--- src/rtl/alu_pkg.sv ---
`default_nettype none
`timescale 1ns/1ps
// ============================================================================
//  Module   : alu_pkg
//  Purpose  : Shared opcodes, FSM state encoding and width defaults for the
//             sequenced execute/write-back stage.
//  Revision : 1.0  initial release
// ============================================================================
package alu_pkg;

  // Default widths; must match the attached 4x8 register file
  localparam int W_DEF  = 8;
  localparam int AW_DEF = 2;

  // Opcode space (3 bits, fully populated)
  localparam logic [2:0] OP_ADD = 3'd0;
  localparam logic [2:0] OP_SUB = 3'd1;
  localparam logic [2:0] OP_AND = 3'd2;
  localparam logic [2:0] OP_OR  = 3'd3;
  localparam logic [2:0] OP_XOR = 3'd4;
  localparam logic [2:0] OP_MOV = 3'd5;
  localparam logic [2:0] OP_LDI = 3'd6;
  localparam logic [2:0] OP_CMP = 3'd7;

  // Sequencer states; one instruction takes exactly one pass around the ring
  typedef enum logic [1:0] {
    IDLE = 2'd0,
    READ = 2'd1,
    EXEC = 2'd2,
    WB   = 2'd3
  } state_t;

  // CMP only updates flags; every other opcode writes its result back
  function automatic logic op_writes(input logic [2:0] op);
    return (op != OP_CMP);
  endfunction

endpackage
`default_nettype wire

--- src/rtl/alu_seq_if.sv ---
`default_nettype none
`timescale 1ns/1ps
// ============================================================================
//  Module   : alu_seq_if
//  Purpose  : Bundles the instruction handshake, the register-file read/write
//             ports and the status outputs of alu_seq.
//             master = environment (upstream issuer plus register file),
//             slave  = the alu_seq stage itself.
//  Revision : 1.0  initial release
// ============================================================================
interface alu_seq_if #(
  parameter int W  = 8,
  parameter int AW = 2
);

  // Instruction handshake
  logic          in_valid;
  logic          in_ready;
  logic [2:0]    in_op;
  logic [AW-1:0] in_dst;
  logic [AW-1:0] in_srca;
  logic [AW-1:0] in_srcb;
  logic [W-1:0]  in_imm;

  // Register-file read ports
  logic [AW-1:0] RAA;
  logic [AW-1:0] RBA;
  logic          RAE;
  logic          RBE;
  logic [W-1:0]  portA;
  logic [W-1:0]  portB;

  // Register-file write port
  logic [W-1:0]  D;
  logic [AW-1:0] WA;
  logic          WE;

  // Status
  logic          flag_z;
  logic          flag_c;
  logic          done;

  modport master (
    output in_valid, in_op, in_dst, in_srca, in_srcb, in_imm, portA, portB,
    input  in_ready, RAA, RBA, RAE, RBE, D, WA, WE, flag_z, flag_c, done
  );

  modport slave (
    input  in_valid, in_op, in_dst, in_srca, in_srcb, in_imm, portA, portB,
    output in_ready, RAA, RBA, RAE, RBE, D, WA, WE, flag_z, flag_c, done
  );

endinterface
`default_nettype wire

--- src/rtl/alu_core.sv ---
`default_nettype none
`timescale 1ns/1ps
// ============================================================================
//  Module   : alu_core
//  Purpose  : Purely combinational 8-op ALU producing result plus Z/C flags.
//             C is carry-out for ADD, borrow (opa<opb) for SUB/CMP, else 0.
//  Revision : 1.0  initial release
// ============================================================================
module alu_core
  import alu_pkg::*;
#(
  parameter int W = W_DEF
) (
  input  logic [2:0]   op,
  input  logic [W-1:0] opa,
  input  logic [W-1:0] opb,
  input  logic [W-1:0] imm,
  output logic [W-1:0] result,
  output logic         z,
  output logic         c
);

  // One extra bit so the top bit is the carry (ADD) or the borrow (SUB)
  logic [W:0] sum;
  logic [W:0] diff;

  assign sum  = {1'b0, opa} + {1'b0, opb};
  assign diff = {1'b0, opa} - {1'b0, opb};

  // Opcode decode; logical ops and LDI never produce a carry
  always_comb begin
    result = '0;
    c      = 1'b0;
    case (op)
      OP_ADD: begin
        result = sum[W-1:0];
        c      = sum[W];
      end
      OP_SUB, OP_CMP: begin
        result = diff[W-1:0];
        c      = diff[W];
      end
      OP_AND: result = opa & opb;
      OP_OR:  result = opa | opb;
      OP_XOR: result = opa ^ opb;
      OP_MOV: result = opa;
      OP_LDI: result = imm;
      default: begin
        result = '0;
        c      = 1'b0;
      end
    endcase
  end

  assign z = (result == '0);

endmodule
`default_nettype wire

--- src/rtl/alu_seq.sv ---
`default_nettype none
`timescale 1ns/1ps
// ============================================================================
//  Module   : alu_seq
//  Purpose  : Four-cycle execute/write-back sequencer wrapped around a
//             dual-read-port register file. Reads both operands, runs them
//             through alu_core and issues a single-cycle write pulse. All
//             accesses are serialised, so the file never sees a hazard.
//  Revision : 1.0  initial release
// ============================================================================
module alu_seq
  import alu_pkg::*;
#(
  parameter int W  = W_DEF,
  parameter int AW = AW_DEF
) (
  input  logic       clk,
  input  logic       rst,
  alu_seq_if.slave   bus
);

  state_t        state;

  // Latched instruction payload
  logic [2:0]    op_q;
  logic [AW-1:0] dst_q;
  logic [W-1:0]  imm_q;

  // Operands captured at the end of READ
  logic [W-1:0]  opa;
  logic [W-1:0]  opb;

  // Registered outputs
  logic [AW-1:0] raa;
  logic [AW-1:0] rba;
  logic          rae;
  logic          rbe;
  logic [W-1:0]  d;
  logic [AW-1:0] wa;
  logic          we;
  logic          done_q;
  logic          fz;
  logic          fc;

  // ALU outputs, consumed only in EXEC
  logic [W-1:0]  alu_result;
  logic          alu_z;
  logic          alu_c;

  alu_core #(
    .W (W)
  ) u_core (
    .op     (op_q),
    .opa    (opa),
    .opb    (opb),
    .imm    (imm_q),
    .result (alu_result),
    .z      (alu_z),
    .c      (alu_c)
  );

  // Ready is the only combinational output; masked by rst so nothing is
  // accepted while the stage is held in reset
  assign bus.in_ready = (state == IDLE) & ~rst;

  assign bus.RAA    = raa;
  assign bus.RBA    = rba;
  assign bus.RAE    = rae;
  assign bus.RBE    = rbe;
  assign bus.D      = d;
  assign bus.WA     = wa;
  assign bus.WE     = we;
  assign bus.done   = done_q;
  assign bus.flag_z = fz;
  assign bus.flag_c = fc;

  // Sequencer: IDLE -> READ -> EXEC -> WB, registering every driven output.
  // Read address/enable are set on entry to READ and cleared on exit, so each
  // READ toggles them and the file's read ports re-evaluate.
  always_ff @(posedge clk or posedge rst) begin
    if (rst) begin
      state  <= IDLE;
      op_q   <= OP_ADD;
      dst_q  <= '0;
      imm_q  <= '0;
      opa    <= '0;
      opb    <= '0;
      raa    <= '0;
      rba    <= '0;
      rae    <= 1'b0;
      rbe    <= 1'b0;
      d      <= '0;
      wa     <= '0;
      we     <= 1'b0;
      done_q <= 1'b0;
      fz     <= 1'b0;
      fc     <= 1'b0;
    end else begin
      case (state)
        IDLE: begin
          if (bus.in_valid) begin
            op_q  <= bus.in_op;
            dst_q <= bus.in_dst;
            imm_q <= bus.in_imm;
            raa   <= bus.in_srca;
            rba   <= bus.in_srcb;
            rae   <= 1'b1;
            rbe   <= 1'b1;
            state <= READ;
          end
        end
        READ: begin
          opa   <= bus.portA;
          opb   <= bus.portB;
          raa   <= '0;
          rba   <= '0;
          rae   <= 1'b0;
          rbe   <= 1'b0;
          state <= EXEC;
        end
        EXEC: begin
          d      <= alu_result;
          fz     <= alu_z;
          fc     <= alu_c;
          wa     <= dst_q;
          we     <= op_writes(op_q);
          done_q <= 1'b1;
          state  <= WB;
        end
        WB: begin
          we     <= 1'b0;
          done_q <= 1'b0;
          state  <= IDLE;
        end
        default: state <= IDLE;
      endcase
    end
  end

endmodule
`default_nettype wire

--- src/flat_wrapper.sv ---
// flat-port wrapper written by rule: the top's interface ports become plain ports
module alu_seq_flat import alu_pkg::*;
#(
  parameter int W  = W_DEF,
  parameter int AW = AW_DEF
)
  (clk, rst, bus_in_valid, bus_in_op, bus_in_dst, bus_in_srca, bus_in_srcb, bus_in_imm, bus_portA, bus_portB, bus_in_ready, bus_RAA, bus_RBA, bus_RAE, bus_RBE, bus_D, bus_WA, bus_WE, bus_flag_z, bus_flag_c, bus_done);
  alu_seq_if #(.W(W), .AW(AW)) bus_i ();
  input  logic clk;
  input  logic rst;
  input wire logic [$bits(bus_i.in_valid)-1:0] bus_in_valid;
  input wire logic [$bits(bus_i.in_op)-1:0] bus_in_op;
  input wire logic [$bits(bus_i.in_dst)-1:0] bus_in_dst;
  input wire logic [$bits(bus_i.in_srca)-1:0] bus_in_srca;
  input wire logic [$bits(bus_i.in_srcb)-1:0] bus_in_srcb;
  input wire logic [$bits(bus_i.in_imm)-1:0] bus_in_imm;
  input wire logic [$bits(bus_i.portA)-1:0] bus_portA;
  input wire logic [$bits(bus_i.portB)-1:0] bus_portB;
  output wire logic [$bits(bus_i.in_ready)-1:0] bus_in_ready;
  output wire logic [$bits(bus_i.RAA)-1:0] bus_RAA;
  output wire logic [$bits(bus_i.RBA)-1:0] bus_RBA;
  output wire logic [$bits(bus_i.RAE)-1:0] bus_RAE;
  output wire logic [$bits(bus_i.RBE)-1:0] bus_RBE;
  output wire logic [$bits(bus_i.D)-1:0] bus_D;
  output wire logic [$bits(bus_i.WA)-1:0] bus_WA;
  output wire logic [$bits(bus_i.WE)-1:0] bus_WE;
  output wire logic [$bits(bus_i.flag_z)-1:0] bus_flag_z;
  output wire logic [$bits(bus_i.flag_c)-1:0] bus_flag_c;
  output wire logic [$bits(bus_i.done)-1:0] bus_done;
  assign bus_i.in_valid = bus_in_valid;
  assign bus_i.in_op = bus_in_op;
  assign bus_i.in_dst = bus_in_dst;
  assign bus_i.in_srca = bus_in_srca;
  assign bus_i.in_srcb = bus_in_srcb;
  assign bus_i.in_imm = bus_in_imm;
  assign bus_i.portA = bus_portA;
  assign bus_i.portB = bus_portB;
  assign bus_in_ready = bus_i.in_ready;
  assign bus_RAA = bus_i.RAA;
  assign bus_RBA = bus_i.RBA;
  assign bus_RAE = bus_i.RAE;
  assign bus_RBE = bus_i.RBE;
  assign bus_D = bus_i.D;
  assign bus_WA = bus_i.WA;
  assign bus_WE = bus_i.WE;
  assign bus_flag_z = bus_i.flag_z;
  assign bus_flag_c = bus_i.flag_c;
  assign bus_done = bus_i.done;
  alu_seq #(.W(W), .AW(AW)) u_core (.clk(clk), .rst(rst), .bus(bus_i));
endmodule
--- config.mk ---
export PLATFORM = sky130hd
export DESIGN_NAME = alu_seq_flat
export DESIGN_NICKNAME = d
export VERILOG_FILES = /design/src/rtl/alu_pkg.sv /design/src/rtl/alu_seq_if.sv /design/src/rtl/alu_core.sv /design/src/rtl/alu_seq.sv /design/src/flat_wrapper.sv
export SDC_FILE = /design/constraint.sdc
export NUM_CORES = 1
export LEC_CHECK = 0
export BUFFER_PORTS_ARGS = -buffer_cell sky130_fd_sc_hd__buf_2
export CORE_ASPECT_RATIO = 1.2
export CORE_MARGIN = 2
export CORE_UTILIZATION = 57
export DETAILED_ROUTE_END_ITERATION = 10
export HOLD_SLACK_MARGIN = 0.02
export PLACE_DENSITY = 0.81
export REMOVE_ABC_BUFFERS = 1
export SLEW_MARGIN = 20
export SYNTH_ARGS = -nofsm -noshare
export SYNTH_HDL_FRONTEND = slang
export SYNTH_HIERARCHICAL = 1
export SYNTH_SLANG_ARGS = --single-unit
--- constraint.sdc ---
create_clock -name clk -period 3.5 [get_ports clk]
set_input_delay 0.35 -clock clk [delete_from_list [all_inputs] [get_ports clk]]
set_output_delay 0.35 -clock clk [all_outputs]
set_load 0.05 [all_outputs]
==> results.tsv <==
stage	metric	value	unit
status	outcome	complete, no violations	
die	die_width	74.5	um
timing	period_share	82.8	%
die	start_util	59.6	%
timing	timing.final.crit_period	2900	ps
cells_and_area	fin_area	0.00381	mm2
timing	fin_setup_tns	0	ps
critical_path	worst_ep_arrival_time	3160	ps
cells_and_area	layout-drive-gt1-share	33.0	%
die	io-pin-count	57	
place	placed_cell_area	0.00369	mm2
clock_tree	ctsRootBufferMaster	sky130_fd_sc_hd__clkbuf_8	
clock_tree	cts_resized	0	
yosys	postSynth.topFlopCell	sky130_fd_sc_hd__dfrtp_1	
clock_tree	clock_insertion_delay_worst_skew	320	ps
clock_tree	postCtsSetupRepairBufs	0	
clock_tree	post_cts_hold_buffer_count	0	
clock_tree	tritoncts	done	
timing	final_max_slew_viol_count	0	
cells_and_area	area_delta_synth_final	12.0	%
drt	detailedRoute.firstIterationViolations	311	
yosys	synth-edff-count	0	
yosys	share_of_synthesized_area_occupied_by_flip_flops_and_latches	36.8	%
critical_path	cp_cell_sequence	inv_1 > ha_1 > or3_4 > and3_4 > a221o_1 > a21o_1 > or4b_1 > nor4_2 > mux2_2	
critical_path	crit_path_start_kind	flop	
timing	fin_worst_skew	10.5	ps
timing	fmaxAchievable	345	MHz
clock_tree	cts.path.max_buffers	2	
critical_path	cp-end-kind	flop	
drt	route.detailed.vias_per_inst	6.00	
drt	drtPass1Iterations	6	
yosys	synth_async_sr_flop_share	100	%
cells_and_area	filler_cell_count	458	
yosys	syn_inst	325	
clock_tree	clk_pin_slew	100	ps
job	maxCapViolCount	0	
place	place.gp.congestion	0.913	
die	placementRows	30	
timing	final_setup_violations	0	
cells_and_area	multi_input_area	0.00193	mm2
die	core	0.00571	mm2
place	dp.final_hpwl	5530	um
grt	grt_max_degree	51	
grt	first_global_vias	2607	
critical_path	cp_data_required_time	3770	ps
cells_and_area	area_occupied_by_registers	0.00125	mm2
critical_path	setup.worst_path.class	flop to flop	
drt	number_of_routed_nets_with_antenna_violations	0	
grt	global_route_wire_length_before_repair	12700	um
drt	drt_wl_total	7770	um
critical_path	timing.critical_path.slowest_cell_delay	480	ps
critical_path	crit_slowest_cell	sky130_fd_sc_hd__or4b_1	
grt	grt.total_usage	25.4	%
timing	max_slew.worst_pin.slew	966	ps
place	placement.io_buffers	56	
timing	unrepaired_setup_endpoints_after_global_routing	false	
cells_and_area	final_common_cell	sky130_fd_sc_hd__buf_2	
yosys	post_synth_mux_area_share	16.5	%
yosys	synth_top_family_by_area	multiplexers	
clock_tree	cts_max_level	2	
timing	max_slew_margin	35.6	%
yosys	ys.warnings.count	6	
yosys	synth.avg_cell_area	10.5	um2
clock_tree	clock-sinks	50	
cells_and_area	n_antenna_cell	0	
grt	grt.overflow.total	0	
worst_hold_path	timing.hold.worst.class	primary input to asynchronous set/reset pin	
drt	wl_per_cell	17.2	um
cells_and_area	finish.net_count	439	
yosys	synth_compound_area_share	16.5	%
timing	count_of_final_hold_check_violations	0	
yosys	synth.cell_area	0.00340	mm2
die	dieHeight	88.6	um
yosys	yosys_reg_bits	50	
die	fp.dieArea	0.00660	mm2
clock_tree	cts_buffers	5	
grt	antenna_found_initial	0	
yosys	synthSimpleGateAreaFrac	11.5	%
cells_and_area	layout_common_cells	sky130_fd_sc_hd__buf_2, sky130_fd_sc_hd__dfrtp_1, sky130_fd_sc_hd__mux2_2	
drt	drc	0	
yosys	synth_area_in_adders	11.9	%
drt	route.vias.total	2720	
critical_path	crit_fanout	5	
yosys	number_of_distinct_library_cells_after_synthesis	66	
yosys	synth_xor_area_share	0.515	%
layer usage:
layer / wire length [um] / GRT usage [%] / up-vias / share of wire [%]
met5: 0 / 0 / - / 0
met4: 136 / 8.60 / 0 / 1.7
met3: 417 / 3.76 / 12 / 5.4
met2: 3860 / 42.6 / 118 / 50
met1: 3350 / 33.5 / 1324 / 43
li1: - / - / 1266 / -
through the flow:
step	hold WS (ps)	utilization (%)	worst slack, ps	cells
after floorplan	472	-	824	306
after global placement	478	64.7	757	445
after detailed placement	481	64.7	689	445
after CTS	250	66.7	635	453
after global routing	248	66.7	456	453
final	183	66.7	602	453
cells in the mapped netlist (3+ instances only):
cell | n | share of area (%)
sky130_fd_sc_hd__inv_1 | 28 | 3.1
sky130_fd_sc_hd__a211oi_1 | 5 | 1.1
sky130_fd_sc_hd__o32ai_1 | 3 | 0.77
sky130_fd_sc_hd__a21oi_1 | 12 | 1.8
sky130_fd_sc_hd__a21o_1 | 4 | 0.88
sky130_fd_sc_hd__mux2i_1 | 4 | 1.2
sky130_fd_sc_hd__clkbuf_1 | 3 | 0.33
sky130_fd_sc_hd__nor3_1 | 4 | 0.59
sky130_fd_sc_hd__nor2_1 | 16 | 1.8
sky130_fd_sc_hd__nor2b_1 | 8 | 1.5
sky130_fd_sc_hd__nand3_1 | 4 | 0.59
sky130_fd_sc_hd__nand2_1 | 12 | 1.3
sky130_fd_sc_hd__mux2_2 | 33 | 11
sky130_fd_sc_hd__or3_1 | 3 | 0.55
sky130_fd_sc_hd__or2_2 | 3 | 0.55
sky130_fd_sc_hd__o211ai_1 | 3 | 0.66
sky130_fd_sc_hd__o21ai_0 | 14 | 2.1
sky130_fd_sc_hd__nand2b_1 | 6 | 1.1
sky130_fd_sc_hd__buf_2 | 10 | 1.5
sky130_fd_sc_hd__mux2_4 | 10 | 4.4
sky130_fd_sc_hd__dfrtp_1 | 50 | 37
sky130_fd_sc_hd__a22o_1 | 4 | 1.0
sky130_fd_sc_hd__ha_1 | 29 | 11
sequential cells by signal, indices dropped and copies added (netlist names):
signal             cells
u_core/bus.done        1
u_core/state           2
u_core/dst_q           2
u_core/bus.RBE         1
u_core/bus.WA          2
u_core/op_q            3
u_core/bus.flag_z      1
u_core/bus.D           8
u_core/bus.flag_c      1
u_core/opa             8
u_core/opb             8
u_core/imm_q           8
u_core/bus.WE          1
u_core/bus.RBA         2
u_core/bus.RAA         2
final timing paths:
kind                            cells past startpoint       startpoint  slack, ps           endpoint
worst max-delay path                                9    u_core/opa[1]        600  u_core/bus.flag_z
worst min-delay path                                2              rst        180      u_core/opa[4]
worst max register to register                      9    u_core/opa[1]        600  u_core/bus.flag_z
worst min register to register                      1  u_core/bus.D[0]        510    u_core/bus.D[0]
max in group asynchronous                           2              rst       2820  u_core/bus.flag_c
min in group clk                                    2     bus_portB[7]        250      u_core/opb[7]
cells by family after synthesis:
logic type / after synthesis
adders and majority gates: 31
xor gates and xnor gates: 2
buffers and inverters: 47
AOI/OAI and AO/OA: 78
and+or+nand+nor: 70
DFF: 50
muxes: 47
worst max-delay path, delay by kind of cell (launching register included):
kind	cells	cell delay, ps
flip-flops	1	460
AO/OA/AOI/OAI	2	510
buffers and inverters	1	130
multiplexers	1	180
AND/OR/NAND/NOR	4	1220
adder cells (fa/ha/maj)	1	350
cell type report:
class / instances / area share [%]
Multi-Input combinational cell: 228 / 50.8
Sequential cell: 50 / 32.9
Timing Repair Buffer: 59 / 7.95
Inverter: 28 / 2.79
Tap cell: 80 / 2.63
Clock buffer: 5 / 1.81
Clock inverter: 3 / 1.15
Power is not shown: default switching activity piles up to over one toggle a cycle in this logic, so the estimate is an artifact.
